==> src/rtl/row_copy_sched.sv <==
// Round-robin arbiter and sequencer for 2-D row copies into the registered XOUT array.
// One command at a time; the chosen source row is copied one element per cycle.
module row_copy_sched #(
    parameter int NROWS = 2,
    parameter int NCOLS = 2,
    parameter int NBITS = 16,
    localparam int IW = (NROWS > 1) ? $clog2(NROWS) : 1
) (
    input  logic                    clk,
    input  logic                    rst_n,
    input  logic                    req0_valid,
    output logic                    req0_ready,
    input  logic [IW-1:0]           req0_src,
    input  logic [IW-1:0]           req0_dst,
    input  logic                    req0_sel,
    input  logic                    req1_valid,
    output logic                    req1_ready,
    input  logic [IW-1:0]           req1_src,
    input  logic [IW-1:0]           req1_dst,
    input  logic                    req1_sel,
    input  logic        [NBITS-1:0] a    [NROWS][NCOLS],
    input  logic signed [NBITS-1:0] b    [NROWS][NCOLS],
    output logic signed [NBITS-1:0] xout [NROWS][NCOLS],
    output logic                    done,
    output logic                    done_id,
    output logic                    err
);
    localparam int CW = (NCOLS > 1) ? $clog2(NCOLS) : 1;

    localparam logic [1:0] S_IDLE = 2'd0;
    localparam logic [1:0] S_COPY = 2'd1;
    localparam logic [1:0] S_FIN  = 2'd2;

    logic [1:0]       state_reg, state_next;
    logic [CW-1:0]    col_reg;
    logic [IW-1:0]    src_reg, dst_reg;
    logic             sel_reg, id_reg, err_reg, last_grant_reg;

    logic             idle, grant0, grant1, hs, hs_id, hs_sel, hs_bad, last_col;
    logic [IW-1:0]    hs_src, hs_dst;
    logic [NBITS-1:0] copy_data;

    // Tie goes to whichever requester was not granted last.
    assign idle       = (state_reg == S_IDLE);
    assign grant0     = req0_valid && (!req1_valid || last_grant_reg);
    assign grant1     = req1_valid && (!req0_valid || !last_grant_reg);
    assign req0_ready = idle && grant0;
    assign req1_ready = idle && grant1;
    assign hs         = req0_ready || req1_ready;
    assign hs_id      = req1_ready;
    assign hs_src     = hs_id ? req1_src : req0_src;
    assign hs_dst     = hs_id ? req1_dst : req0_dst;
    assign hs_sel     = hs_id ? req1_sel : req0_sel;
    assign hs_bad     = (int'(hs_src) >= NROWS) || (int'(hs_dst) >= NROWS);
    assign last_col   = (col_reg == CW'(NCOLS - 1));

    always_comb begin
        state_next = state_reg;
        case (state_reg)
            S_IDLE:  if (hs) state_next = hs_bad ? S_FIN : S_COPY;
            S_COPY:  if (last_col) state_next = S_FIN;
            S_FIN:   state_next = S_IDLE;
            default: state_next = S_IDLE;
        endcase
    end

    always_ff @(posedge clk or negedge rst_n) begin
        if (!rst_n) begin
            state_reg      <= S_IDLE;
            col_reg        <= '0;
            src_reg        <= '0;
            dst_reg        <= '0;
            sel_reg        <= 1'b0;
            id_reg         <= 1'b0;
            err_reg        <= 1'b0;
            last_grant_reg <= 1'b1;
        end else begin
            state_reg <= state_next;
            if (hs) begin
                src_reg        <= hs_src;
                dst_reg        <= hs_dst;
                sel_reg        <= hs_sel;
                id_reg         <= hs_id;
                err_reg        <= hs_bad;
                last_grant_reg <= hs_id;
                col_reg        <= '0;
            end else if (state_reg == S_COPY) begin
                col_reg <= last_col ? '0 : col_reg + CW'(1);
            end
        end
    end

    // Source element is sampled live in the cycle it is written.
    assign copy_data = sel_reg ? b[src_reg][col_reg] : a[src_reg][col_reg];

    genvar gi, gj;
    generate
        for (gi = 0; gi < NROWS; gi++) begin : g_row
            for (gj = 0; gj < NCOLS; gj++) begin : g_col
                logic [NBITS-1:0] elem_reg;
                always_ff @(posedge clk or negedge rst_n) begin
                    if (!rst_n) begin
                        elem_reg <= '0;
                    end else if (state_reg == S_COPY && dst_reg == IW'(gi) && col_reg == CW'(gj)) begin
                        elem_reg <= copy_data;
                    end
                end
                assign xout[gi][gj] = elem_reg;
            end
        end
    endgenerate

    assign done    = (state_reg == S_FIN);
    assign done_id = done && id_reg;
    assign err     = done && err_reg;

endmodule

==> config.mk <==
export PLATFORM = sky130hd
export DESIGN_NAME = row_copy_sched
export DESIGN_NICKNAME = d
export VERILOG_FILES = /design/src/rtl/row_copy_sched.sv
export SDC_FILE = /design/constraint.sdc
export NUM_CORES = 1
export LEC_CHECK = 0
export CORE_ASPECT_RATIO = 1.4
export CORE_MARGIN = 2
export CORE_UTILIZATION = 33
export CTS_CLUSTER_DIAMETER = 50
export DETAILED_ROUTE_END_ITERATION = 8
export GPL_TIMING_DRIVEN = 0
export PLACE_DENSITY = 0.78
export SYNTH_ARGS = -nofsm -noshare
export SYNTH_HDL_FRONTEND = slang
export SYNTH_SLANG_ARGS = --single-unit
==> constraint.sdc <==
create_clock -name clk -period 2.5 [get_ports clk]
set_clock_uncertainty 0.15 [all_clocks]
set_input_delay 0.5 -clock clk [delete_from_list [all_inputs] [get_ports clk]]
set_output_delay 0.5 -clock clk [all_outputs]
set_load 0.1 [all_outputs]
[Yosys cells after proc, flatten, opt, wreduce, memory -nomap -nowiden]
Cells that the tools add are included.
Word-level totals
  flip-flop bits (word level): 72
  output and inout port bits: 69
Cells by class
  add/subtract/negate cells: 1
  $lt $le $gt $ge: 2
  eq/ne operators: 4
  mux-type cells: 22
  bitwise logic cells: 4
  reduce and logical (&&, ||, !) cells: 20
Operators with widths (number)
  two-way mux 32 bit: 6
  two-way mux 16 bit: 7
  logical AND 1 bit: 11
  two-way mux 1 bit: 6
  >= comparator 2 bit (second input constant): 2
  two-way mux 2 bit: 2
  inverter 1 -> 2 bit: 2
  one-hot mux 2 bit (2 select lines): 1
  zero test 1 bit: 3
  logical OR 1 bit: 3
  == test 2 x 1 -> 1 bit (second input constant): 1
  == test 2 bit (second input constant): 1
  zero test 2 bit: 1
  inequality test 2 x 1 -> 1 bit (second input constant): 1
  inequality test 2 bit (second input constant): 1
  inverter 1 bit: 2
  AND reduction 2 bit: 1
  nonzero test 2 bit: 1
  adder 1 bit (second input constant): 1

[Depth between registers and ports, before layout]
  depth after elaboration: 8
  mapped depth: 6

[Worst setup path after synthesis]
Ideal clock, no wire load.
  path type: register to output
  start point: reg state_reg[0]
  end point: out done_id
  data arrival time: 2.776 ns
  data required time: 1.850 ns
  slack: -0.926 ns
  cell stages (with the launch flop): 4
  path buffers: 1
  cells stage by stage: dfrtp_1 > buf_2 > nor2b_1 > and2_1
On the way
  word-level cells in the longest chain between the ends: 2
RTL lines
  start, declared: RTL line 34  | logic [1:0] state_reg, state_next;
  start signal, assigned: RTL line 78  | state_reg <= state_next;
  == test 2 bit: RTL line 113  | assign done = (state_reg == S_FIN);
  net done: RTL line 24  | output logic done,
  logical AND 1 bit: RTL line 114  | assign done_id = done && id_reg;
  end, declared: RTL line 25  | output logic done_id,
The timed path passes the listed nets, and every way through them passes these cells.

[Final worst setup path]
  start point: reg g_row[1].g_col[1].elem_reg[4]
  end point: out xout[4] in the netlist's numbering
RTL lines
  start, declared: RTL line 100  | logic [NBITS-1:0] elem_reg;
  start signal, assigned: RTL line 105  | elem_reg <= copy_data;
  end, declared: RTL line 23  | output logic signed [NBITS-1:0] xout [NROWS][NCOLS],
No word-level cell between the ends.

==> results.py <==
metrics = {
    "timing": {
        "fin_ws_ns": 0.01324,
        "period_needed_ns": 2.487,
        "fin_crit_sh_pct": 99.47,
        "final_max_slew_viol_count": 0,
        "tightest_slew_ns": 1.028,
        "hold_viol_final": 0,
        "grt_setup_unrepaired": "no",
        "finalSetupViolations": 0,
        "maxSlewHeadroom_pct": 31.74,
        "timing.fmax_ghz": 0.4021,
    },
    "setup_path": {
        "critPathMaxFanout": 2,
        "critPathArrivalTime_ns": 1.84,
        "worstPathCellList": "clkdlybuf4s50_1",
        "crit_slowest_cell": "clkdlybuf4s50_1",
        "crit_required_ns": 1.85,
        "max_stage_delay_ns": 1.15,
        "endpoint_kind": "output pin",
        "critPathTopFamily": "buffers and inverters",
        "worst-path-buf-inv": 1,
        "critPathKind": "reg -> out",
        "cp-start-kind": "register",
    },
    "job": {
        "maxCapViolCount": 0,
    },
    "final_layout": {
        "nets": 727,
        "final_util_pct": 55.62,
        "stdcell_count": 741,
        "fin_area_mm2": 0.006541,
        "area_growth_pct": 65.55,
        "drive_gt1_share_pct": 15.32,
        "largest_register_ff_count": 64,
        "num_antenna_cells": 0,
    },
    "yosys": {
        "synth_largest_area_cell": "dfrtp_1",
        "syn_nets": 511,
        "syn-cell-area_mm2": 0.003951,
        "ys_warn_count": 0,
        "synth-seq-cells": 72,
        "synth_fa_ha_area_share_pct": 0,
        "synth-simple-area-share_pct": 10.42,
        "ys_types": 33,
        "synthMuxAreaShare_pct": 17.23,
        "synth_compound_area_share_pct": 22.01,
        "synth_area_leaders": "dfrtp_1, o31ai_1, mux2_2, mux2i_1, nand2_1",
        "avgSynthCellArea_um2": 10.59,
        "syn_inst": 373,
        "yosysSeqAreaShare_pct": 45.63,
        "synth_top_area_share_pct": 44.97,
        "synth_xor_area_share_pct": 0,
        "synth_top_family_by_area": "compound AO/OA/AOI/OAI gates",
    },
    "place": {
        "hpwl_um": 11520,
        "dp.cells": 725,
        "post_dp_cell_area_mm2": 0.006190,
        "port-buffer-count": 205,
        "place_congestion": 0.8434,
        "placement.setup.worst_slack_ns": -0.9590,
    },
    "cts": {
        "clock_path_buffers": 2,
        "clk_pin_slew_ns": 0.05,
        "clock_latency_ns": 0.33,
        "htree_levels": 3,
        "cts_tree": "yes",
        "post_cts.repair.setup_buffers": 0,
        "cts.sinks": 72,
        "cts-root-buf": "clkbuf_16",
        "numCtsBuffers": 9,
    },
    "global_route": {
        "grtUsageTotal_pct": 23.55,
        "grt_max_degree": 73,
        "grt_remaining_overflow": 0,
        "antenna_found_initial": 0,
        "grt_pass1_wl_um": 22370,
        "grt_pass1_vias": 4126,
    },
    "drt": {
        "drc_errors": 0,
        "drtAntennaViolNets": 0,
        "drt-initial-drc-count": 133,
        "avgRoutedWirePerCell_um": 20.36,
        "vias": 3905,
        "first_pass_iters": 4,
        "viasPerCell": 5.270,
        "drt_wl_total_um": 15090,
    },
    "die": {
        "rows": 47,
        "start_util_pct": 33.60,
        "core_area_mm2": 0.01176,
        "die-area_mm2": 0.01288,
        "pin_count": 207,
        "die_w_um": 96.48,
        "die_h_um": 133.5,
    },
    "run_status": {
        "outcome": "complete, no violations",
    },
    "worst_hold_path": {
        "worstHoldPathType": "in -> async",
    },
}
worst reg2reg max path: stages (launching register included):
cell,delay [ns]
dfrtp_1,0.38
buf_6,0.14
nor2_1,0.51
clkbuf_1,0.59
a22o_1,0.36
o31ai_1,0.10
cell usage after synthesis:
library cell and count:
or3b_2 1, nand2b_1 2, a21o_1 1, dfrtp_1 71, dfstp_2 1, nand3_1 4, o21ai_0 4, a31oi_1 4
buf_2 8, nor2b_1 2, nor2_1 5, mux2i_1 32, o22ai_1 15, or4b_1 1, mux2_2 32, and2_1 3
o31ai_2 14, clkbuf_1 14, conb_1 1, or2_2 1, a21oi_1 4, nor3b_1 1, nand4bb_1 2, buf_6 3
inv_1 2, buf_1 1, buf_4 6, a22o_1 16, or3_1 1, o31ai_1 50, nand4b_1 1, o22ai_2 1
nand2_1 69
per-stage QoR:
stage / TNS (ns) / hold slack [ns]
2_1_floorplan: -0.3506 / 0.05441
3_3_place_gp: -115.43 / 0.3090
3_5_place_dp: -1.559 / 0.3082
4_1_cts: 0 / 0.1829
5_1_grt: 0 / 0.2275
6_report: 0 / 0.1531
logic make-up after synthesis:
logic type / count (synthesis)
other: 1
buffers and inverters: 34
and+or+nand+nor: 93
AOI/OAI and AO/OA: 109
DFF: 72
muxes: 64
what timing repair did:
action / CTS / global route
endpoints found under the hold margin: 0 / 0
resized for setup: 47 / 24
hold buffers: 0 / 0
setup endpoints to repair: 28 / 23
cloned: 0 / 0
cell usage in the layout, fill, tap and decap left out, drive strengths merged, types with 3 or more instances in the layout:
master,instances
a31oi,4
o31ai,64
and2,3
a22o,16
buf,21
clkbuf,25
dfrtp,71
nor2,5
mux2i,32
mux2,32
o21ai,4
dlymetal6s2s,22
a21oi,4
nand3,4
o22ai,16
nand2,69
clkdlybuf4s50,154
dlygate4sd2,24
layer usage:
layer | vias up | routed length (um) | track usage [%]
met2 | 158 | 8053 | 43.17
met5 | - | 0 | 0
met3 | 24 | 925 | 3.337
met1 | 1898 | 5714 | 26.29
met4 | 0 | 394 | 10.25
li1 | 1825 | - | -
path summary, 6_finish.rpt:
check	cells after the start	endpoint	slack, ns	start
min reg2reg	1	id_reg$_DFFE_PN0P_	0.32	id_reg$_DFFE_PN0P_
max reg2reg	5	g_row[0].g_col[1].elem_reg[7]$_DFFE_PN0P_	0.12	col_reg$_DFFE_PN0P_
max	1	xout[4]	0.01	g_row[1].g_col[1].elem_reg[4]$_DFFE_PN0P_
min	1	g_row[0].g_col[1].elem_reg[2]$_DFFE_PN0P_	0.15	rst_n
max in group asynchronous	1	g_row[1].g_col[1].elem_reg[10]$_DFFE_PN0P_	1.45	rst_n
min in group clk	1	id_reg$_DFFE_PN0P_	0.32	id_reg$_DFFE_PN0P_
layout make-up:
class | count | area (um^2)
fill | 1052 | 5220
timing repair buffer | 205 | 2083
multi-input combinational | 267 | 1981
sequential | 72 | 1803
clock buffer | 11 | 252.7
tap | 147 | 183.9
buffer | 32 | 175.2
clock inverter | 5 | 55.05
inverter | 2 | 7.507
Power is not shown: default switching activity piles up to over one toggle a cycle in this logic, so the estimate is an artifact.
